`config.mk`:
```
export PLATFORM = sky130hd
export DESIGN_NAME = pipeline_hazard_ctrl
export DESIGN_NICKNAME = d
export VERILOG_FILES = /design/src/rtl/hazard_pkg.sv /design/src/rtl/forward_unit.sv /design/src/rtl/pipeline_hazard_ctrl.sv
export SDC_FILE = /design/constraint.sdc
export NUM_CORES = 1
export LEC_CHECK = 0
export ABC_CLOCK_PERIOD_IN_PS = 2440
export CORE_MARGIN = 3
export CORE_UTILIZATION = 43
export DETAILED_ROUTE_END_ITERATION = 8
export GPL_ROUTABILITY_DRIVEN = 0
export PLACE_DENSITY = 0.84
export SYNTH_ARGS = -nofsm -noshare
export SYNTH_HDL_FRONTEND = slang
export SYNTH_SLANG_ARGS = --single-unit
```
`constraint.sdc`:
```
create_clock -name clk -period 2.44 [get_ports clk]
set_clock_uncertainty 0.15 [all_clocks]
set_input_delay 0.488 -clock clk [delete_from_list [all_inputs] [get_ports clk]]
set_output_delay 0.488 -clock clk [all_outputs]
set_load 0.02 [all_outputs]
```
`src/rtl/hazard_pkg.sv`:
```
// rtl/hazard_pkg.sv - shared types and constants for the pipeline hazard controller
package hazard_pkg;

  typedef enum logic [1:0] {FILL, RUN, MEM_WAIT} state_t;

  typedef logic [1:0] fwd_t;
  localparam fwd_t FWD_RF = 2'b00;
  localparam fwd_t FWD_W  = 2'b01;
  localparam fwd_t FWD_M  = 2'b10;

  localparam logic [4:0] REG_X0 = 5'd0;

  // M is the younger producer, so its result wins over W
  function automatic fwd_t fwd_sel(
    input logic [4:0] rs,
    input logic [4:0] rd_m,
    input logic       we_m,
    input logic [4:0] rd_w,
    input logic       we_w
  );
    if (we_m && rd_m != REG_X0 && rd_m == rs) return FWD_M;
    if (we_w && rd_w != REG_X0 && rd_w == rs) return FWD_W;
    return FWD_RF;
  endfunction

endpackage

```
`src/rtl/forward_unit.sv`:
```
// rtl/forward_unit.sv - combinational operand forwarding select for the Execute stage
module forward_unit
  import hazard_pkg::*;
(
  input  logic [4:0] Rs1E,
  input  logic [4:0] Rs2E,
  input  logic [4:0] RdM,
  input  logic [4:0] RdW,
  input  logic       RegWriteM,
  input  logic       RegWriteW,
  output logic [1:0] ForwardAE,
  output logic [1:0] ForwardBE
);

  always_comb begin
    ForwardAE = fwd_sel(Rs1E, RdM, RegWriteM, RdW, RegWriteW);
    ForwardBE = fwd_sel(Rs2E, RdM, RegWriteM, RdW, RegWriteW);
  end

endmodule

```
`src/rtl/pipeline_hazard_ctrl.sv`:
```
// rtl/pipeline_hazard_ctrl.sv - stall/flush/forward control with post-reset fill and memory wait
module pipeline_hazard_ctrl
  import hazard_pkg::*;
#(
  parameter int FILL_CYCLES = 4,
  parameter int MEM_TIMEOUT = 16,
  parameter int CNT_W       = 16
) (
  input  logic             clk,
  input  logic             rst_n,
  input  logic [4:0]       Rs1D,
  input  logic [4:0]       Rs2D,
  input  logic [4:0]       Rs1E,
  input  logic [4:0]       Rs2E,
  input  logic [4:0]       RdE,
  input  logic [4:0]       RdM,
  input  logic [4:0]       RdW,
  input  logic             ResultSrcE,
  input  logic             RegWriteM,
  input  logic             RegWriteW,
  input  logic             PCSrcE,
  input  logic             MemReqM,
  input  logic             MemReadyM,
  output logic             StallF,
  output logic             StallD,
  output logic             StallE,
  output logic             StallM,
  output logic             FlushD,
  output logic             FlushE,
  output logic             FlushM,
  output logic             FlushW,
  output logic [1:0]       ForwardAE,
  output logic [1:0]       ForwardBE,
  output logic             mem_err,
  output logic [CNT_W-1:0] stall_count
);

  localparam int FILL_W = (FILL_CYCLES > 1) ? $clog2(FILL_CYCLES) : 1;
  localparam int WAIT_W = (MEM_TIMEOUT > 1) ? $clog2(MEM_TIMEOUT) : 1;
  localparam logic [FILL_W-1:0] FILL_LAST = FILL_W'(FILL_CYCLES - 1);
  localparam logic [WAIT_W-1:0] WAIT_LAST = WAIT_W'(MEM_TIMEOUT - 1);

  state_t             state_q, state_d;
  logic [FILL_W-1:0]  fill_cnt_q, fill_cnt_d;
  logic [WAIT_W-1:0]  wait_cnt_q, wait_cnt_d;
  logic               mem_err_q, mem_err_d;
  logic [CNT_W-1:0]   stall_count_q, stall_count_d;
  logic               load_use;

  forward_unit u_fwd (
    .Rs1E      (Rs1E),
    .Rs2E      (Rs2E),
    .RdM       (RdM),
    .RdW       (RdW),
    .RegWriteM (RegWriteM),
    .RegWriteW (RegWriteW),
    .ForwardAE (ForwardAE),
    .ForwardBE (ForwardBE)
  );

  assign load_use = ResultSrcE && (RdE != REG_X0) && ((RdE == Rs1D) || (RdE == Rs2D));

  always_comb begin
    state_d    = state_q;
    fill_cnt_d = fill_cnt_q;
    wait_cnt_d = wait_cnt_q;
    mem_err_d  = mem_err_q;
    StallF = 1'b0; StallD = 1'b0; StallE = 1'b0; StallM = 1'b0;
    FlushD = 1'b0; FlushE = 1'b0; FlushM = 1'b0; FlushW = 1'b0;
    case (state_q)
      FILL: begin
        StallF = 1'b1;
        FlushD = 1'b1; FlushE = 1'b1; FlushM = 1'b1; FlushW = 1'b1;
        if (fill_cnt_q == '0) state_d = RUN;
        else                  fill_cnt_d = fill_cnt_q - FILL_W'(1);
      end
      RUN: begin
        // A miss freezes the pipe in the same cycle it is seen
        if (MemReqM && !MemReadyM) begin
          StallF = 1'b1; StallD = 1'b1; StallE = 1'b1; StallM = 1'b1;
          FlushW = 1'b1;
          state_d    = MEM_WAIT;
          wait_cnt_d = '0;
        end else if (PCSrcE) begin
          FlushD = 1'b1; FlushE = 1'b1;
        end else if (load_use) begin
          StallF = 1'b1; StallD = 1'b1; FlushE = 1'b1;
        end
      end
      MEM_WAIT: begin
        StallF = 1'b1; StallD = 1'b1; StallE = 1'b1; StallM = 1'b1;
        FlushW = 1'b1;
        if (MemReadyM) begin
          state_d    = RUN;
          wait_cnt_d = '0;
        end else if (wait_cnt_q == WAIT_LAST) begin
          mem_err_d  = 1'b1;
          state_d    = RUN;
          wait_cnt_d = '0;
        end else begin
          wait_cnt_d = wait_cnt_q + WAIT_W'(1);
        end
      end
      default: state_d = FILL;
    endcase
    stall_count_d = (StallF && stall_count_q != '1) ? stall_count_q + CNT_W'(1) : stall_count_q;
  end

  always_ff @(posedge clk or negedge rst_n) begin
    if (!rst_n) begin
      state_q       <= FILL;
      fill_cnt_q    <= FILL_LAST;
      wait_cnt_q    <= '0;
      mem_err_q     <= 1'b0;
      stall_count_q <= '0;
    end else begin
      state_q       <= state_d;
      fill_cnt_q    <= fill_cnt_d;
      wait_cnt_q    <= wait_cnt_d;
      mem_err_q     <= mem_err_d;
      stall_count_q <= stall_count_d;
    end
  end

  assign mem_err     = mem_err_q;
  assign stall_count = stall_count_q;

endmodule

```
**After elaboration in Yosys (flattened, before gate mapping)**

Index checks and enable logic that the tools add are counted.

- Reduce and logical (&&, ||, !) cells: 23
- Multiplexer cells: 38
- Bitwise gates (word level): 2
- $add $sub $neg: 3
- Equal/unequal tests: 13

Operators with widths:

| operator | count |
|---|---|
| $eq 5x5->1 | 6 |
| $mux 2 | 12 |
| $add 16x1->16 const B | 1 |
| $ne 16x16->1 const B | 1 |
| $mux 1 | 15 |
| $reduce_bool 5->1 | 3 |
| $mux 4 | 3 |
| $pmux 1 s2 | 6 |
| $logic_and 1x1->1 | 10 |
| $pmux 4 s2 | 1 |
| $pmux 2 s3 | 1 |
| $reduce_and 3->1 | 2 |
| $add 4x1->4 const B | 1 |
| $eq 4x4->1 const B | 1 |
| $logic_not 2->1 | 2 |
| $ne 2x2->1 const B | 2 |
| $reduce_and 2->1 | 2 |
| $ne 3x3->1 const B | 1 |
| $eq 2x1->1 const B | 1 |
| $eq 2x2->1 const B | 1 |
| $not 1->1 | 2 |
| $reduce_bool 2->1 | 1 |
| $reduce_or 2->1 | 1 |
| $sub 2x1->2 const B | 1 |
| other kinds (2) | 2 |

- Logic and storage cells: 84
- Bits in registers: 25
- Output and inout port bits: 29
- Bits of input ports: 43

**Logic depth before layout (Yosys ltp)**

- Word-level depth: 8
- Mapped depth: 8

**By module**

From an unflattened synthesis, not the netlist that was laid out.

- Cells, all modules: 197
- Area, all modules: 1810.5 um2

Modules (own cells, without submodules):

| module | sequential area each (um2) | instances | cells each | area each (um2) |
|---|---|---|---|---|
| pipeline_hazard_ctrl | 628.1 | 1 | 163 | 1540.2 |
| forward_unit | 0.0 | 1 | 34 | 270.3 |

**Least setup slack after synthesis**

No wires, ideal clock.

- Path type: input -> output
- Start: input RdM[1]
- End: output ForwardAE[0]
- Buffers on the path: 0
- Data arrival time: 2105 ps
- Setup slack: -303 ps
- Required time: 1802 ps
- Stages on the path: 4
- Cells stage by stage: or4_1 o21ai_0 nor4_1 nor4_1

- Word-level cells in the longest chain between the ends: 5

Ends and longest elaborated chain:

| item | RTL line | text |
|---|---|---|
| start, declared | pipeline_hazard_ctrl.sv:16 | `input logic [4:0] RdM,` |
| $reduce_bool 5->1 | hazard_pkg.sv:21 | `if (we_m && rd_m != REG_X0 && rd_m == rs) return FWD_M;` |
| $logic_and 1x1->1 | hazard_pkg.sv:21 |  |
| $logic_and 1x1->1 * | hazard_pkg.sv:21 |  |
| $mux 1 * | hazard_pkg.sv:21 |  |
| $mux 2 * | hazard_pkg.sv:22 | `if (we_w && rd_w != REG_X0 && rd_w == rs) return FWD_W;` |
| end, declared | pipeline_hazard_ctrl.sv:32 | `output logic [1:0] ForwardAE,` |

Mark *: on every way between the ends. The rest lies on a longest branch, timed or not.

**Worst setup path in the final report**

- Start: input RdW[1]
- End: output ForwardBE[0]

- Word-level cells in the longest chain between the ends: 7

Ends and longest elaborated chain:

| item | RTL line | text |
|---|---|---|
| start, declared | pipeline_hazard_ctrl.sv:17 | `input logic [4:0] RdW,` |
| $reduce_bool 5->1 | hazard_pkg.sv:22 |  |
| $logic_and 1x1->1 | hazard_pkg.sv:22 |  |
| $logic_and 1x1->1 * | hazard_pkg.sv:22 |  |
| $mux 1 (2 in series) | hazard_pkg.sv:22 |  |
| $mux 2 * | hazard_pkg.sv:23 | `return FWD_RF;` |
| $mux 2 * | hazard_pkg.sv:22 |  |
| end, declared | pipeline_hazard_ctrl.sv:33 | `output logic [1:0] ForwardBE,` |

Mark *: on every way between the ends. The rest lies on a longest branch, timed or not. The select of a mux whose other input is x is not followed.

==> reports/results.md <==
| Quantity | This run |
|:---|:---|
| Unrepaired setup endpoints after global routing | true |
| Max-cap violation count | 0 |
| Total power divided by cell area | 725 nW/um^2 |
| Failing checks | setup timing |
| H-tree lvl count | 1 |
| Arrival time at the worst endpoint | 1.85 ns |
| Clock tree from TritonCTS | built |
| Reported leakage power | 1.33 nW |
| Share of async-settable or async-resettable flops after synthesis | 1.00 |
| Pin count of the biggest net entering global routing | 26 |
| Initial antenna violation count | 0 |
| Post-synth EDFFs | 0 |
| Number of endpoints failing setup at the final stage | 2 |
| Sum of net half-perimeters after detailed placement | 3730 um |
| Worst Path Buf+Inv | 3 |
| Type of the tightest min-delay check | register to register |
| Count of clock tree sinks | 25 |
| Max-slew violation count | 0 |
| Routed wire length per instance | 14.5 um |
| Cells after synthesis | 183 |
| Count of cell types in the netlist | 38 |
| DP Worst Slack | -0.909 ns |
| Root Driver | clkbuf_8 |
| Leading post-synthesis cells by cell area | dfrtp_1, xor2_1, xnor2_1 |
| DRT antenna net count | 0 |
| First-pass GRT wire length | 8090 um |
| Most used flip-flop cell after synthesis | dfrtp_1 |
| Register clock-pin slew on the reported worst setup and hold paths | 0.08 ns |
| Cell type with the largest total area after synthesis | dfrtp_1 |
| Worst flop-to-flop path startpoint | state_q[1] |
| Number of nets in the final layout | 340 |
| Cell Area, Placed | 2730 um^2 |
| Via-per-instance ratio | 5.18 |
| Yosys warning total | 0 |
| Die extent in y | 69.4 um |
| Kind of cell adding the most delay to the critical path | simple AND/OR/NAND/NOR gates |
| Required arrival time at the worst endpoint | 1.80 ns |
| IO Count | 72 |
| Worst-path cell chain | buf_8, buf_6, xor2_1, or4_4, nor4_4, buf_4 |
| Max Fclk | 0.402 GHz |
| Kind of launch point of the worst setup path | input pin |
| Clock latency of the later-clocked register in the worst-skew pair | 0.26 ns |
| Layout overhead on the synthesized area | 66.1% |
| Post-layout minimum cycle time | 2.49 ns |
| Number of hold-slack violations in the final timing report | 0 |
| Site row count | 22 |
| Most frequent cells in the layout | buf_4, clkdlybuf4s50_1, xor2_1 |
| Chip width | 69.4 um |
| Most common cell after layout, fill and taps aside | buf_4 |
| CP startpoint | RdW[1] |
| First-pass DRT Iterations | 4 |
| Worst-path cell with the longest stage delay | or4_4 |
| Clock buffers created by TritonCTS | 3 |
| Hold path startpoint | fill_cnt_q[1] |
| Type of the setup path with the least slack | input pin to primary output |
| Cell area after technology mapping | 1730 um^2 |
| Worst slew pin tran | 0.701 ns |
| Total nets after synthesis | 233 |
| Average cell area after synthesis | 9.45 um^2 |
| Biggest fanout along the worst timing path | 3 |
| Slew Limit Headroom | 0.528 |
| Antenna cells | 0 |
| Via Count | 1744 |
| Crit-path max cell delay | 0.55 ns |
| Part of the Yosys area used for sequential elements | 0.363 |
| Number of design rule violations left after detail routing | 0 |
| Share of the synthesized area in the top cell type | 0.333 |
| Overall power consumption | 0.00208 W |
| Global Route Usage Sum | 0.204 |
| Ratio of final minimum period to clock period | 1.02 |
| Result of the run | complete, but fails checks |
| Starting density of the core | 0.459 |
| Total congestion overflow | 0 |
| Peak ir drop on the vdd network | 0.726 mV |
| Port bufs | 71 |
| Via count of the first global-routing pass | 1798 |
| Synthesis-stage register bit count | 25 |
| Share of layout cells above drive strength 1 | 0.332 |
| Total die area | 4820 um^2 |
| Core ar. | 3770 um^2 |
| Post-route setup TNS | -0.0566 ns |
| Number of buffers on the longest clock path | 2 |
| Post-route setup slack | -0.0453 ns |
| Final design area excluding fillers | 2870 um^2 |
| Count of fill cells added during filler insertion | 279 |
| Crit end category | primary output |
| Non-filler instance count after layout | 337 |
| DRC violation total after the first TritonRoute iteration | 56 |
| DRT Wirelength | 4880 um |
| DP Cell Count | 330 |
## path summary, 6_finish.rpt
| check | endpoint | slack (ns) | cells past startpoint |
|---|---|---|---|
| max in group asynchronous | fill_cnt_q[0] | 1.43 | 2 |
| worst max-delay path | ForwardBE[0] | -0.05 | 6 |
| worst min-delay path | fill_cnt_q[1] | 0.34 | 2 |
| min in group asynchronous | stall_count[8] | 0.43 | 2 |
| worst max register to register | stall_count[12] | 0.26 | 8 |
| worst min register to register | fill_cnt_q[1] | 0.34 | 2 |
## routing by layer
layer,share of wire,track usage
met2,0.52,0.369
met5,0,0
met4,0.024,0.0716
met1,0.41,0.251
met3,0.037,0.0217
## synth_stat cells, types with 3 or more instances
cell / n
inv_1: 7
and3_1: 6
ha_1: 7
nand3_1: 15
o21ai_0: 7
a21oi_1: 3
nor4_1: 4
nand2b_1: 5
xnor2_1: 21
dfrtp_1: 23
nand4_1: 5
or4_1: 5
nor3_1: 5
nand2_1: 8
xor2_1: 24
nor2_1: 9
## tightest hold or removal path, stage by stage, from the launching register on
cell and delay (ns):
dfstp_2 0.37, nand2_1 0.04, o21ai_0 0.07
## state kept, by name (all words and copies together) (netlist names)
register / flops
state_q: 2
stall_count: 16
mem_err: 1
wait_cnt_q: 4
fill_cnt_q: 2
## final cells by class
type                    instances  area (um^2)  area share
clock buffers                   4         45.0      0.0157
inverters                       7         26.3     0.00915
multi-input cells             147         1210       0.421
flip-flops and latches         25          629       0.219
well taps                      48         60.1      0.0209
repair buffers                106          902       0.314
## what timing repair did
item	4_1_cts	5_1_grt
hold buffers	0	0
buffers inserted	1	2
pin swaps	22	16
endpoints found under the setup margin	13	10
resized for setup	114	48
## metrics by stage
stage / util / hold WS [ns]
finish: 0.762 / 0.336
floorplan: - / 0.0424
global placement: 0.723 / 0.316
global route: 0.762 / 0.354
CTS: 0.741 / 0.334
detailed placement: 0.723 / 0.311
## kinds of logic (layout without fill, tap and decap cells)
logic type               count (synthesis)  after routing  share of synthesized area
AND/OR/NAND/NOR                         70             70                      0.225
XOR/XNOR                                45             45                      0.228
flip-flops                              25             25                      0.363
AO/OA/AOI/OAI                           23             23                     0.0883
buffers and inverters                   11            117                     0.0318
adder cells (fa/ha/maj)                  7              7                     0.0506
multiplexers                             2              2                     0.0130
## power breakdown
group          switching (W)  total [W]  internal (W)
logic               0.000628    0.00126      0.000630
clock network       0.000121   0.000237      0.000117
registers          0.0000923   0.000588      0.000495
(Power assumes the default switching activity.)
